`src/rtl/ifetch_queue_pkg.sv`:
```
// Shared types and defaults for the instruction-fetch queue.
package ifetch_queue_pkg;

  localparam int unsigned IFQ_DEPTH    = 4;
  localparam logic [31:0] IFQ_RESET_PC = 32'h0000_0000;

  // Fetch FSM state encodings.
  typedef enum logic [1:0] {
    FQ_IDLE = 2'd0,
    FQ_WAIT = 2'd1,
    FQ_DROP = 2'd2
  } fq_state_e;

  // One buffered fetch result.
  typedef struct packed {
    logic [31:0] pc;
    logic [31:0] instr;
  } ifq_entry_t;

  // Force a fetch address onto a word boundary.
  function automatic logic [31:0] word_align(input logic [31:0] addr);
    return {addr[31:2], 2'b00};
  endfunction

endpackage

```
`src/rtl/ifq_fifo.sv`:
```
// Small {pc, instr} FIFO: synchronous write, combinational read, flush wins over push/pop.
module ifq_fifo
  import ifetch_queue_pkg::*;
#(
  parameter int unsigned DEPTH = IFQ_DEPTH
) (
  input  logic                     clk,
  input  logic                     clr,
  input  logic                     push,
  input  logic                     pop,
  input  logic                     flush,
  input  ifq_entry_t               wdata,
  output ifq_entry_t               rdata,
  output logic [$clog2(DEPTH):0]   occupancy
);

  localparam int unsigned PtrW = $clog2(DEPTH);

  ifq_entry_t        mem [DEPTH];
  logic [PtrW-1:0]   rd_ptr_q, wr_ptr_q;
  logic [PtrW:0]     count_q;
  logic              pop_eff;

  // A pop on an empty FIFO is ignored so the count can never underflow.
  assign pop_eff   = pop && (count_q != '0);
  assign occupancy = count_q;
  // Empty FIFO reads as zero so the head outputs are clean after reset/flush.
  assign rdata     = (count_q != '0) ? mem[rd_ptr_q] : '0;

  // Entry storage, written on push unless a flush discards it.
  always_ff @(negedge clk) begin
    if (push && !flush) begin
      mem[wr_ptr_q] <= wdata;
    end
  end

  // Pointers and occupancy counter.
  always_ff @(negedge clk or negedge clr) begin
    if (!clr) begin
      rd_ptr_q <= '0;
      wr_ptr_q <= '0;
      count_q  <= '0;
    end else if (flush) begin
      rd_ptr_q <= '0;
      wr_ptr_q <= '0;
      count_q  <= '0;
    end else begin
      if (push) begin
        wr_ptr_q <= wr_ptr_q + PtrW'(1);
      end
      if (pop_eff) begin
        rd_ptr_q <= rd_ptr_q + PtrW'(1);
      end
      if (push && !pop_eff) begin
        count_q <= count_q + (PtrW+1)'(1);
      end else if (!push && pop_eff) begin
        count_q <= count_q - (PtrW+1)'(1);
      end
    end
  end

endmodule

```
`src/rtl/ifetch_queue.sv`:
```
// Decoupled fetch front end: sequential PC generation, one-outstanding memory
// handshake, and a small result FIFO towards ID. Flushes on redirect.
module ifetch_queue
  import ifetch_queue_pkg::*;
#(
  parameter int unsigned DEPTH    = IFQ_DEPTH,
  parameter logic [31:0] RESET_PC = IFQ_RESET_PC
) (
  input  logic                   clk,
  input  logic                   clr,
  input  logic                   redirect_valid,
  input  logic [31:0]            redirect_pc,
  output logic                   imem_req,
  output logic [31:0]            imem_addr,
  input  logic                   imem_gnt,
  input  logic                   imem_rvalid,
  input  logic [31:0]            imem_rdata,
  output logic                   deq_valid,
  input  logic                   deq_ready,
  output logic [31:0]            deq_pc,
  output logic [31:0]            deq_instr,
  output logic [$clog2(DEPTH):0] occupancy
);

  localparam int unsigned OccW = $clog2(DEPTH) + 1;

  fq_state_e   state_q;
  logic [31:0] fetch_pc_q;
  logic [31:0] req_pc_q;
  logic        push;
  logic        pop;
  ifq_entry_t  wdata;
  ifq_entry_t  head;

  // Request only with no transfer in flight and a guaranteed free slot; gated
  // by clr so nothing is requested while reset is held.
  assign imem_req  = clr && (state_q == FQ_IDLE) && !redirect_valid &&
                     (occupancy < OccW'(DEPTH));
  assign imem_addr = fetch_pc_q;

  assign push      = (state_q == FQ_WAIT) && imem_rvalid && !redirect_valid;
  assign deq_valid = (occupancy != '0);
  assign pop       = deq_valid && deq_ready;
  assign wdata     = '{pc: req_pc_q, instr: imem_rdata};
  assign deq_pc    = head.pc;
  assign deq_instr = head.instr;

  ifq_fifo #(
    .DEPTH(DEPTH)
  ) u_fifo (
    .clk      (clk),
    .clr      (clr),
    .push     (push),
    .pop      (pop),
    .flush    (redirect_valid),
    .wdata    (wdata),
    .rdata    (head),
    .occupancy(occupancy)
  );

  // Fetch FSM and PC generation.
  always_ff @(negedge clk or negedge clr) begin
    if (!clr) begin
      state_q    <= FQ_IDLE;
      fetch_pc_q <= RESET_PC;
      req_pc_q   <= '0;
    end else begin
      if (redirect_valid) begin
        fetch_pc_q <= word_align(redirect_pc);
      end else if (imem_req && imem_gnt) begin
        fetch_pc_q <= fetch_pc_q + 32'd4;
      end
      unique case (state_q)
        FQ_IDLE: begin
          if (imem_req && imem_gnt) begin
            state_q  <= FQ_WAIT;
            req_pc_q <= fetch_pc_q;
          end
        end
        FQ_WAIT: begin
          // Redirect turns the in-flight word stale; if it lands now it is simply dropped.
          if (redirect_valid) begin
            state_q <= imem_rvalid ? FQ_IDLE : FQ_DROP;
          end else if (imem_rvalid) begin
            state_q <= FQ_IDLE;
          end
        end
        FQ_DROP: begin
          if (imem_rvalid) begin
            state_q <= FQ_IDLE;
          end
        end
        default: state_q <= FQ_IDLE;
      endcase
    end
  end

endmodule

```
`config.mk`:
```
export PLATFORM = sky130hd
export DESIGN_NAME = ifetch_queue
export DESIGN_NICKNAME = d
export VERILOG_FILES = /design/src/rtl/ifetch_queue_pkg.sv /design/src/rtl/ifq_fifo.sv /design/src/rtl/ifetch_queue.sv
export SDC_FILE = /design/constraint.sdc
export NUM_CORES = 1
export LEC_CHECK = 0
export ABC_AREA = 0
export CORE_UTILIZATION = 61
export DETAILED_ROUTE_END_ITERATION = 10
export DONT_BUFFER_PORTS = 1
export GPL_ROUTABILITY_DRIVEN = 0
export PLACE_DENSITY_LB_ADDON = 0.15
export SYNTH_ARGS = -nofsm -noshare
export SYNTH_HDL_FRONTEND = slang
export SYNTH_SLANG_ARGS = --single-unit
export TNS_END_PERCENT = 100
```
`constraint.sdc`:
```
create_clock -name clk -period 8.7 [get_ports clk]
set_input_delay 1.305 -clock clk [delete_from_list [all_inputs] [get_ports clk]]
set_output_delay 1.305 -clock clk [all_outputs]
set_load 0.01 [all_outputs]
```
# Word level (Yosys, flattened, before mapping)

Memories as Yosys holds them, arrays and structs flattened.
Cells that the tools add are included.

Magnitude comparators: 1
Reductions and logical operators: 21
Muxes and demuxes: 17
Add/subtract/negate cells: 5
Equality and inequality tests: 3

Operators with widths:

| cell                                                   | number |
|---|---|
| 2-to-1 mux 32 bit                                      | 2 |
| 2-to-1 mux 64 bit                                      | 1 |
| adder 32 x 3 -> 32 bit (second input constant)         | 1 |
| 2-to-1 mux 2 bit                                       | 8 |
| logical AND 1 bit                                      | 11 |
| 2-to-1 mux 3 bit                                       | 3 |
| case mux 2 bit (3 select lines)                        | 1 |
| nonzero test 2 bit                                     | 3 |
| nonzero test 3 bit                                     | 2 |
| adder 2 x 1 -> 2 bit (second input constant)           | 2 |
| adder 3 x 1 -> 3 bit (second input constant)           | 1 |
| logical NOT 1 bit                                      | 3 |
| < comparator 3 bit (second input constant)             | 1 |
| subtractor 3 x 1 -> 3 bit (second input constant)      | 1 |
| equality test 2 x 1 -> 1 bit (second input constant)   | 1 |
| equality test 2 bit (second input constant)            | 1 |
| logical NOT 2 bit                                      | 1 |
| 2-to-1 mux 1 bit                                       | 2 |
| inequality test 2 x 1 -> 1 bit (second input constant) | 1 |
| AND reduction 2 bit                                    | 1 |

Input port bits: 70
RAM bits: 256
Register bits after elaboration: 73
Memories kept: 1
Output and inout bits: 101

Memories:

| memory     | depth | bits a word | read ports | clocked after memory_dff | write ports | RTL line       | RTL |
|---|---|---|---|---|---|---|---|
| u_fifo.mem | 4     | 64          | 1          | 0                        | 1           | ifq_fifo.sv:19 | `ifq_entry_t mem [DEPTH];` |

# Depth between registers and ports, before layout

Gate-level depths: netlist of the first run.

Depth in word-level cells: 8
Depth in mapped cells: 9
Mapped depth without buffers: 8

# Cells and area by module

From an unflattened synthesis of the first run, not the netlist that was laid out.

Cells, all modules: 807
Area total of the unflattened synthesis: 13,226.4 um^2

Modules (own cells, without submodules):

| module       | instances | area an instance (um^2) | seq. area each (um^2) | cells each |
|---|---|---|---|---|
| ifq_fifo     | 1         | 10,153.5                | 7,862.5               | 459 |
| ifetch_queue | 1         | 3,072.9                 | 1,551.5               | 348 |

==> impl.org, run 1 <==
** Synth
- Most area-consuming cells after synthesis :: sky130_fd_sc_hd__edfxtp_1 58%, sky130_fd_sc_hd__dfrtn_1 14%, sky130_fd_sc_hd__mux4_2 11%, sky130_fd_sc_hd__nand2_1 3.6%, sky130_fd_sc_hd__and2_1 3.5%
- Cell Area, Synth :: 12700 µm²
- In the synthesized netlist the dominant register cell turns out to be sky130_fd_sc_hd__edfxtp_1.
- Of the synthesized area, sequential elements account for 0.720.
- Count of cell types in the netlist :: between 40 and 50
- Number of instances in the synthesized netlist :: 774
- During synthesis, Yosys emitted a total of 0 warnings.
- Area share of the largest cell type after synthesis :: 0.584
- Averaged over all synthesized cells, the footprint is roughly 16 µm².
- Top cell type by total area after synthesis :: sky130_fd_sc_hd__edfxtp_1
- Number of enable-type register cells in the synthesized netlist :: 248
- Synth Register Bits :: approximately 320
- Counting flops with an async set or reset pin after synthesis yields a share of 0.218.

** Clocking
- Num CTS Buffers :: 34
- After clock tree synthesis, the clock-pin slew on the worst setup and hold paths is roughly 50 ps.
- Number of buffers inserted for hold repair after clock tree synthesis :: 0
- Latest clock arrival within the worst-skew pair :: about 590 ps
- Clock sinks :: about 320
- In this run the post-CTS setup repair buffer count came out at 0.
- Count of cells resized by post-cts repair :: 0
- Number of buffers on the longest clock path :: 3
- Deepest level of the CTS H-tree :: 2
- The root buffer cell chosen for the clock tree is sky130_fd_sc_hd__clkbuf_16.
- TritonCTS clock tree :: yes

** Detailed routing
- Detailed Route Iter0 Violations :: 419
- Post-detailed-route count of antenna-violating nets :: 0
- Number of vias in the routed layout :: 7416
- Summed over all layers, the routed wires come to ~25 mm.
- Number of optimization iterations in the first detailed-route pass :: 6
- Routed wirelength normalized by instance count :: 19.3 µm
- For this run, design rule violations remaining after detail routing come to 0.
- Routed vias/inst :: around 5.6

** Layout
- Measured on the finished design, the core utilization comes to 0.741.
- Synthesis-to-layout area growth :: 18.3%
- Counting the fill cells in the layout gives roughly 1300.
- The number of antenna diodes in the final layout is 0.
- Share of layout cells above drive strength 1 :: 0.131
- In the final design database the tool counted about 1100 nets.

** Floorplanning
- 171 I/O pins were placed.
- Starting utilization of the core area :: 0.626
- The die covers 21500 µm².
- Vertical die dimension :: roughly 150 µm
- In this run the horizontal extent of the chip is 147 µm.
- Total number of placement rows :: 52
- The floorplan step defined a core boundary enclosing 20400 µm².

** STA
- Relative slew margins :: 0.236
- On the final layout, the worst clock skew is ~75 ps.
- The hold violation count in the final report came to 0.
- Unrepaired setup endpoints after global routing :: no
- Final Max Tran Viols :: 0
- Setup TNS :: 0 ps
- Setup violations remaining at the end of the flow were counted as 0.
- Final WS setup :: between 600 and 700 ps
- Across all hold checks on the routed design, the worst slack comes to between 400 and 500 ps.
- For the pin with the worst max-slew slack, the measured transition is 1150 ps.

** Outcome
- Run status :: finished clean

** Critical path
- The critical path is of the reg2out type.
- Data on the critical path is required at its endpoint by 7390 ps.
- STA classifies the critical path startpoint as a flop.
- The worst register-to-register path has a depth of 5.
- In this run the worst path has a maximum fanout of 64.
- Critical path endpoint category :: output port
- Data arrival, critical path :: roughly 6800 ps

** GRT
- The number of antenna violations at the first check in global routing came to 0.
- Gr usage total :: 0.247
- First-pass GRT wire length :: slightly above 40 mm
- After global routing the overflow that remains totals 0.
- Pin count of the biggest net entering global routing :: 72
- The via count of the first global-routing pass was 8136.

** Pwr
- Total Power Consumption :: 4.51 mW
- In this run the static leakage power is between 6 and 7 nW.
- VDD sags by at most approximately 0.14 mV.
- Power density cells :: between 200 and 300 nW/µm²

** Placement
- The HPWL after detailed placement is ~14 mm.
- # port buffers :: 0
- Pre-CTS worst setup slack :: 951 ps

** Job
- Number of max-capacitance violations reported :: 0

** Worst hold path
- Worst Hold Path Cells :: 2
- The path class of the tightest hold or removal check is reg2reg.
## metrics by stage
step | instance area [µm²] | cells
2_1_floorplan | 12800 | 777
3_5_place_dp | 13000 | 1007
4_1_cts | 15100 | 1314
3_3_place_gp | 13000 | 1007
6_report | 15100 | 1314
5_1_grt | 15100 | 1314
## final timing paths
| check | from | end | slack (ps) |
|---|---|---|---|
| worst max-delay path | u_fifo.occupancy[2] | deq_pc[21] | 610 |
| worst min-delay path | req_pc_q[6] | req_pc_q[6] | 490 |
| worst max register to register | u_fifo.occupancy[2] | imem_addr[10] | 6000 |
| worst min register to register | req_pc_q[6] | req_pc_q[6] | 490 |
| max in group asynchronous | clr | imem_addr[2] | 3830 |
| min in group asynchronous | clr | imem_addr[24] | 4720 |
## per-layer routing
metal | vias up | wire (µm) | global-route usage
met5 | - | 0 | 0
met4 | 0 | 388 | 0.0964
met3 | 33 | 2050 | 0.0894
met2 | 268 | 12900 | 0.408
met1 | 3667 | 10100 | 0.299
li1 | 3448 | - | -
## cells in the final DEF (no fill, tap or decap), types with 3 or more instances in the layout
cell type / netlist / routed
sky130_fd_sc_hd__clkinvlp_2: 0 / 5
sky130_fd_sc_hd__bufinv_16: 0 / 4
sky130_fd_sc_hd__clkbuf_16: 0 / 38
sky130_fd_sc_hd__and2_1: 71 / 67
sky130_fd_sc_hd__nand4_1: 12 / 12
sky130_fd_sc_hd__clkbuf_8: 0 / 4
sky130_fd_sc_hd__inv_1: 9 / 259
sky130_fd_sc_hd__nand2b_1: 3 / 3
sky130_fd_sc_hd__xor2_1: 4 / 4
sky130_fd_sc_hd__a221o_1: 6 / 6
sky130_fd_sc_hd__ha_1: 5 / 5
sky130_fd_sc_hd__nor2_1: 17 / 16
sky130_fd_sc_hd__nand2_1: 121 / 121
sky130_fd_sc_hd__or4_1: 3 / 3
sky130_fd_sc_hd__o211ai_1: 6 / 6
sky130_fd_sc_hd__nor3_1: 5 / 5
sky130_fd_sc_hd__and2_4: 0 / 4
sky130_fd_sc_hd__mux4_2: 62 / 62
sky130_fd_sc_hd__edfxtp_1: 248 / 248
sky130_fd_sc_hd__conb_1: 1 / 4
sky130_fd_sc_hd__dfrtn_1: 69 / 69
sky130_fd_sc_hd__nor4_1: 4 / 4
sky130_fd_sc_hd__o311ai_0: 11 / 11
sky130_fd_sc_hd__nand3_1: 21 / 21
sky130_fd_sc_hd__a31o_2: 3 / 3
sky130_fd_sc_hd__o21ai_0: 16 / 16
sky130_fd_sc_hd__mux2i_1: 3 / 3
## cell type report
class	instances	area, µm²	area share
clock buffers	43	1010	0.0670
clock inverters	265	1120	0.0743
inverters	8	30.0	0.00199
multi-input cells	408	3360	0.223
flip-flops and latches	317	9170	0.608
well taps	270	338	0.0224
repair buffers	3	47.5	0.00315
## sequential cells by signal (all words and copies together) (netlist names)
| register | count |
|---|---|
| u_fifo.mem | 248 |
| imem_addr | 30 |
| req_pc_q | 30 |
| u_fifo.occupancy | 3 |
| state_q | 2 |
| u_fifo.rd_ptr_q | 2 |
| u_fifo.wr_ptr_q | 2 |
## report_power, final
group | switching [mW] | total (mW) | internal, mW
clock network | 0.848 | 1.94 | 1.09
registers | 0.132 | 1.94 | 1.81
logic | 0.382 | 0.629 | 0.247
## critical path: stages (launching register included)
cell and delay, ps:
sky130_fd_sc_hd__dfrtn_1 590, sky130_fd_sc_hd__or3_2 950, sky130_fd_sc_hd__and2_1 360
## cell usage after synthesis, drive strengths merged, types with 2 or more instances
| library cell | count |
|---|---|
| nand2 | 121 |
| a22oi | 2 |
| or2 | 2 |
| mux4 | 62 |
| a221o | 6 |
| nand3 | 21 |
| buf | 21 |
| xnor2 | 2 |
| a31o | 3 |
| nor2 | 17 |
| and2 | 71 |
| inv | 9 |
| o21ai | 16 |
| clkbuf | 22 |
| or3 | 2 |
| nand2b | 3 |
| or4 | 3 |
| a21o | 2 |
| edfxtp | 248 |
| a21oi | 2 |
| o311ai | 13 |
| nor4 | 6 |
| xor2 | 4 |
| ha | 5 |
| dfrtn | 69 |
| nor3 | 5 |
| nand4 | 13 |
| nand3b | 2 |
| mux2i | 3 |
| o211ai | 6 |
| a31oi | 2 |
## kinds of logic (layout without fill, tap and decap cells)
kind of cell | count (synthesis) | count (layout) | share of synthesized area
DFF | 317 | 317 | 0.720
adders and majority gates | 6 | 6 | 0.00648
muxes | 65 | 65 | 0.112
other | 1 | 4 | 0.000294
and+or+nand+nor | 270 | 270 | 0.106
AOI/OAI and AO/OA | 57 | 57 | 0.0328
buffers and inverters | 52 | 319 | 0.0187
xor gates and xnor gates | 6 | 6 | 0.00412
Note: power is estimated with default switching activity, not from simulation.
==> run 2: changes to the inputs <==
--- a/config.mk
+++ b/config.mk
@@ -6,7 +6,7 @@
 export NUM_CORES = 1
 export LEC_CHECK = 0
 export ABC_AREA = 0
-export CORE_UTILIZATION = 61
+export CORE_UTILIZATION = 33
 export DETAILED_ROUTE_END_ITERATION = 10
 export DONT_BUFFER_PORTS = 1
 export GPL_ROUTABILITY_DRIVEN = 0
==> run 2 against run 1 <==
Sequential share of layout area shrank 2.4 points. Critical path depth grew 1. Register-to-register slack gained 130 ps. Clock skew shrank 16 ps. Power grew 3.6%. Core utilization shrank 33 points. Via count grew 2.4%.
==> impl.org, run 2 (same netlist as run 1, synthesis figures left out) <==
** Critical path
- The critical path goes through buf_4, mux4_2, and2_1.
- Counting cells, the worst reg-to-reg path comes to 6.
- Data arrival, critical path :: 6840 ps
- Of all nets on the critical path, the largest fanout is 9.
- Number of buffer and inverter stages on the critical path :: 1
- In this design, the stage delay of the slowest critical-path cell is 830 ps.
- Setup Crit Path Kind :: reg2out
- Among cell families on the critical path, the largest total delay comes from flip-flops.
- Crit path required time :: between 7000 and 8000 ps
- CP max-delay cell :: sky130_fd_sc_hd__dfrtn_1
- Worst path depth :: 3
- Critical path endpoint category :: output port
- STA classifies the critical path startpoint as a flop.

** Clocking
- For the worst-skew pair, the clock arrives at the later sink with an insertion delay of between 500 and 600 ps.
- TritonCTS clock tree :: yes
- The cell sitting at the root of the clock tree is a sky130_fd_sc_hd__clkbuf_16.
- Counting every sink on the clock net gives around 320.
- The clock passes through at most 3 buffers.
- In this run, post-CTS repair resized a total of 0 instances.
- The number of hold buffers added after CTS was 0.
- After clock tree synthesis, the clock-pin slew on the worst setup and hold paths is ~50 ps.
- The number of setup buffers added after CTS is 0.
- Deepest level of the CTS H-tree :: 2
- Buffers inserted during clock tree synthesis total 38.

** STA
- Total count of hold-check failures in the final report :: 0
- Setup violations remaining at the end of the flow were counted as 0.
- Unrepaired setup endpoints after global routing :: no
- Summed over all failing endpoints, the final setup total negative slack is 0 ps.
- For the final database, setup skew stands at between 50 and 60 ps.
- The number of max-slew violations in the final report came to 0.
- Final WS setup :: 552 ps
- Relative slew margins :: 0.390
- For the pin with the worst max-slew slack, the measured transition is just over 900 ps.

** GRT
- Residual overflow from global routing :: 0
- The first global-routing pass estimated 46.1 mm of wire.
- Number of antenna violations at the first check in global routing :: 0
- Pin count of the biggest net entering global routing :: 72
- Across every metal layer, demand over resource in global routing totals 0.157.
- The via count of the first global-routing pass came to 8379.

** Worst hold path
- In this run the worst hold path is classified as reg2reg.
- Worst Hold Path Cells :: 2

** Layout
- Commonest cells after routing, fill and taps aside :: 262 x sky130_fd_sc_hd__inv_1, 248 x sky130_fd_sc_hd__edfxtp_1, 121 x sky130_fd_sc_hd__nand2_1, 69 x sky130_fd_sc_hd__dfrtn_1, 67 x sky130_fd_sc_hd__and2_1
- Number of flip-flops under the largest register name :: between 200 and 250
- Relative to the synthesized area, the layout overhead comes to 23.2%.
- Final antenna diode count :: 0
- u_fifo.mem holds more flip-flops than any other register.
- Leaving out fill and tap cells, the most frequent cell in the layout is sky130_fd_sc_hd__inv_1.
- Share of layout cells above drive strength 1 :: 0.149
- For this run, the post-layout net count is 1118.

** Floorplanning
- During I/O placement, the number of pins put on the boundary was between 150 and 200.
- The initial utilization of the core area, before any placement, comes to 0.337.
- Die X :: around 200 µm
- Die area :: between 30000 and 40000 µm²
- Core area :: approximately 38000 µm²
- The floorplan step set the die height to 199 µm.
- After floorplanning, the core was divided into 71 placement rows.

** Pwr
- Of the total power, combinational logic draws 0.144.
- In this run the power spent charging and discharging nets is roughly 1.4 mW.
- Clock share of power :: 0.437
- VDD IR max :: between 0.1 and 0.15 mV
- Summed over all cells, the static leakage comes to ~6.4 nW.
- Of the total power, the share spent switching nets is 0.306.
- The completed layout was analyzed and its total power is between 4 and 5 mW.
- In this run the power density over the cells is just under 300 nW/µm².
- The internal portion of the total power is around 3.2 mW.
- Sequential share of power :: 0.419

** Detailed routing
- Post-detailed-route count of antenna-violating nets :: 0
- Routed vias/inst :: 4.81
- Number of optimization iterations in the first detailed-route pass :: 5
- Number of vias in the routed layout :: approximately 7600
- Routed wirelength normalized by instance count :: about 19 µm
- Total routed wirelength :: 30.2 mm
- For this block, the initial DRC count from the detailed router was roughly 310.
- For this run, design rule violations remaining after detail routing come to 0.

** Outcome
- Run status :: finished clean

** Placement
- # port buffers :: 0
- Detailed placement finished with a half-perimeter wire length of 19.3 mm.
- Pre-CTS worst setup slack :: around 1000 ps

** Job
- Number of max-capacitance violations reported :: 0
## run 2: worst paths after layout
path,start,slack [ps],end
max,u_fifo.rd_ptr_q[0],550,deq_pc[29]
min,req_pc_q[12],500,req_pc_q[12]
max reg2reg,u_fifo.occupancy[2],6130,imem_addr[30]
min reg2reg,req_pc_q[12],500,req_pc_q[12]
max in group asynchronous,clr,3840,u_fifo.rd_ptr_q[1]
min in group asynchronous,clr,4710,imem_addr[8]
## run 2: layout make-up
| type | instances | area [µm²] |
|---|---|---|
| inverters | 8 | 30.0 |
| flip-flops and latches | 317 | 9170 |
| repair buffers | 21 | 258 |
| fillers | 3544 | 22100 |
| clock inverters | 272 | 1170 |
| multi-input cells | 408 | 3370 |
| clock buffers | 44 | 1060 |
| well taps | 511 | 639 |
## run 2: per-layer routing
metal | wire length, µm | vias up | global-route usage
met5 | 0 | - | 0
met4 | 482 | 0 | 0.0641
met3 | 2190 | 40 | 0.0638
met2 | 14900 | 217 | 0.256
met1 | 12600 | 3837 | 0.182
li1 | - | 3503 | -
## run 2: stage by stage
| stage | cell area (µm²) | util | hold slack, ps | cells |
|---|---|---|---|---|
| 2_1_floorplan | 12800 | - | 454 | 777 |
| 4_1_cts | 15700 | 0.415 | 490 | 1581 |
| 3_5_place_dp | 13500 | 0.356 | 491 | 1266 |
| 6_report | 15700 | 0.415 | 495 | 1581 |
| 3_3_place_gp | 13500 | 0.356 | 483 | 1266 |
| 5_1_grt | 15700 | 0.415 | 524 | 1581 |
## run 2: power by group through the flow
stage | Clock [mW] | Sequential [mW] | Combinational (mW)
final | 2.04 | 1.96 | 0.672
after global routing | 2.26 | 1.98 | 0.748
after CTS | 2.12 | 1.96 | 0.697
after detailed placement | 0.169 | 1.98 | 0.694
after global placement | 0.169 | 1.97 | 0.688
after floorplan | 0.169 | 1.91 | 0.524
## run 2: worst register-to-register path: stages (launching register included)
cell	delay (ps)
sky130_fd_sc_hd__dfrtn_1	580
sky130_fd_sc_hd__nand4bb_1	470
sky130_fd_sc_hd__or2_2	560
sky130_fd_sc_hd__buf_4	420
sky130_fd_sc_hd__a41oi_1	80
sky130_fd_sc_hd__o21ai_0	160
sky130_fd_sc_hd__o311ai_0	130
==> edit: new RTL, flow settings as in run 1 <==
`IFQ_DEPTH`: 4 -> 8.
--- a/src/rtl/ifetch_queue_pkg.sv
+++ b/src/rtl/ifetch_queue_pkg.sv
@@ -3,3 +3,3 @@
 
-  localparam int unsigned IFQ_DEPTH    = 4;
+  localparam int unsigned IFQ_DEPTH    = 8;
   localparam logic [31:0] IFQ_RESET_PC = 32'h0000_0000;
Ports: changed (resized occupancy); port bits go from 171 to 172. The function was not compared with the original's and may differ.
==> edit against run 1 <==
Register-to-register slack worse by 0.15 ns. Synthesized area is 76% higher. Die area is 75% higher. First-iteration DRC count is 84% higher. Final area is 81% higher. Global-route usage is 1.0 points higher. Count of clock-buffer cells in the layout is 22 higher. Non-clock buffer count is 29 higher. Worst setup slack worse by 0.31 ns. Utilization is 1.9 points higher. Sequential cell count is 251 higher. Power is 87% higher. Routed wire length is 84% higher. Highest routed layer unchanged.
==> edit: results (changes against run 1) <==
* Metal2 WL at 23900 um (was 12900 um)
* First-pass GRT wire length at 73300 um (was 40500 um)
* Placement-stage worst setup slack at 0.850 ns (was 0.951 ns)
* Post_cts resized at 0 (unchanged)
* Antenna Cells at 0 (unchanged)
* Largest net degree at the start of global routing at 74 (was 72)
* Clock network power share at 41.8% (was 43.0%)
* EDFF count, synth at 496 (was 248)
* Commonest cells in the netlist: 496 x edfxtp_1, 124 x mux4_2, 119 x nand2_1 (was 248 x edfxtp_1, 121 x nand2_1, 71 x and2_1)
* Drt pass-1 iters at 7 (was 6)
* Grt met3 use at 8.64% (was 8.94%)
* Amount of wire on met3 after detailed routing at 3160 um (was 2050 um)
* Number of buffers added by the clock tree synthesis step at 57 (was 34)
* Vias at 12800 (was 7416)
* DP Wirelength at 24600 um (was 13600 um)
* Maximum cell stage delay along the critical path at 0.54 ns (was 0.95 ns)
* Share of synthesized area occupied by flip-flops and latches at 74.2% (was 72.0%)
* Status: finished clean (unchanged)
* Number of global-route vias before repair at 14300 (was 8136)
* Slowest library cell on the worst path: mux4_2 (was or3_2)
* Fraction of synthesis flops using an asynchronous set or reset pin at 12.7% (was 21.8%)
* Filler cells at 2089 (was 1251)
* Actual slew at the worst max-slew pin at 1.24 ns (was 1.15 ns)
* Largest register FFs at 496 (was 248)
* Number of antenna violations at the first check in global routing at 0 (unchanged)
* Arrival time of data at the critical path endpoint at 7.10 ns (was 6.79 ns)
* Switching share of power at 31.7% (was 30.2%)
* Ranking of synthesized cells by area: edfxtp_1 66%, mux4_2 12%, dfrtn_1 8.0% (was edfxtp_1 58%, dfrtn_1 14%, mux4_2 11%)
* Wire length on met1 at 18800 um (was 10100 um)
* First-iteration detailed-routing DRC count at 773 (was 419)
* Grt met1 use at 31.7% (was 29.9%)
* Vias per inst at 5.69 (was 5.64)
* Fraction of layout instances using a drive strength above 1 at 15.3% (was 13.1%)
* Total wire length at 46700 um (was 25400 um)
* Number of distinct library cells after synthesis at 52 (was 49)
* Met2 usage in global routing at 41.6% (was 40.8%)
* Path class of the lowest-slack min-delay path: flip-flop to flip-flop (unchanged)
* Total GRT Usage at 25.7% (was 24.7%)
* Kind of cell with the highest combined delay on the critical path: multiplexers (was simple AND/OR/NAND/NOR gates)
* Combinational fraction of design power at 17.0% (was 13.9%)
* Leakage power summed over all cells at 0.0110 uW (was 0.00619 uW)
* Layout Nets at 1821 (was 1096)
* Cell total after placement at 1652 (was 1007)
* Clock skew at 0.0826 ns (was 0.0754 ns)
* Max FO, Critical Path at 14 (was 64)
* Avg Synthesized Cell Area at 18.4 sq um (was 16.5 sq um)
* Worst-case vdd ir drop at 0.427 mV (was 0.142 mV)
* Worst skew pair latency at 0.65 ns (was 0.59 ns)
==> edit: worst paths after layout <==
check	from	to	slack (ns)	cells past startpoint
max reg2reg	u_fifo.occupancy[1]$_DFFE_NN0P_	u_fifo.occupancy[3]$_DFFE_NN0P_	5.85	11
min in group asynchronous	clr	u_fifo.occupancy[0]$_DFFE_NN0P_	4.66	0
min	imem_addr[31]$_DFFE_NN0P_	imem_addr[31]$_DFFE_NN0P_	0.50	2
max	u_fifo.rd_ptr_q[0]$_DFFE_NN0P_	deq_pc[30]	0.29	5
min reg2reg	imem_addr[31]$_DFFE_NN0P_	imem_addr[31]$_DFFE_NN0P_	0.50	2
max in group asynchronous	clr	req_pc_q[2]$_DFFE_NN0P_	3.88	0
==> edit: stage by stage <==
step | hold WS, ns | total power (uW) | utilization [%] | cell area, sq um
after floorplan | 0.464 | 4900 | - | 22500
after CTS | 0.498 | 8550 | 75.9 | 27300
final | 0.497 | 8420 | 75.9 | 27300
after global routing | 0.535 | 8930 | 75.9 | 27300
after global placement | 0.481 | 5260 | 65.1 | 23400
after detailed placement | 0.493 | 5290 | 65.1 | 23400
==> edit: kinds of logic after synthesis <==
| family | share of synthesized area [%] |
|---|---|
| AO/OA/AOI/OAI | 2.09 |
| AND/OR/NAND/NOR | 5.89 |
| multiplexers | 15.6 |
| buffers and inverters | 1.53 |
| flip-flops | 74.2 |
| other | 0.0167 |
| XOR/XNOR | 0.273 |
| adder cells (fa/ha/maj) | 0.367 |
==> edit: layout make-up <==
type,count,area (sq um),area share [%]
Clock inverter,538,2370,8.69
Inverter,14,52.6,0.193
Tap cell,461,577,2.12
Clock buffer,65,1540,5.65
Multi-Input combinational cell,576,5540,20.3
Sequential cell,568,16700,61.2
Timing Repair Buffer,32,490,1.80
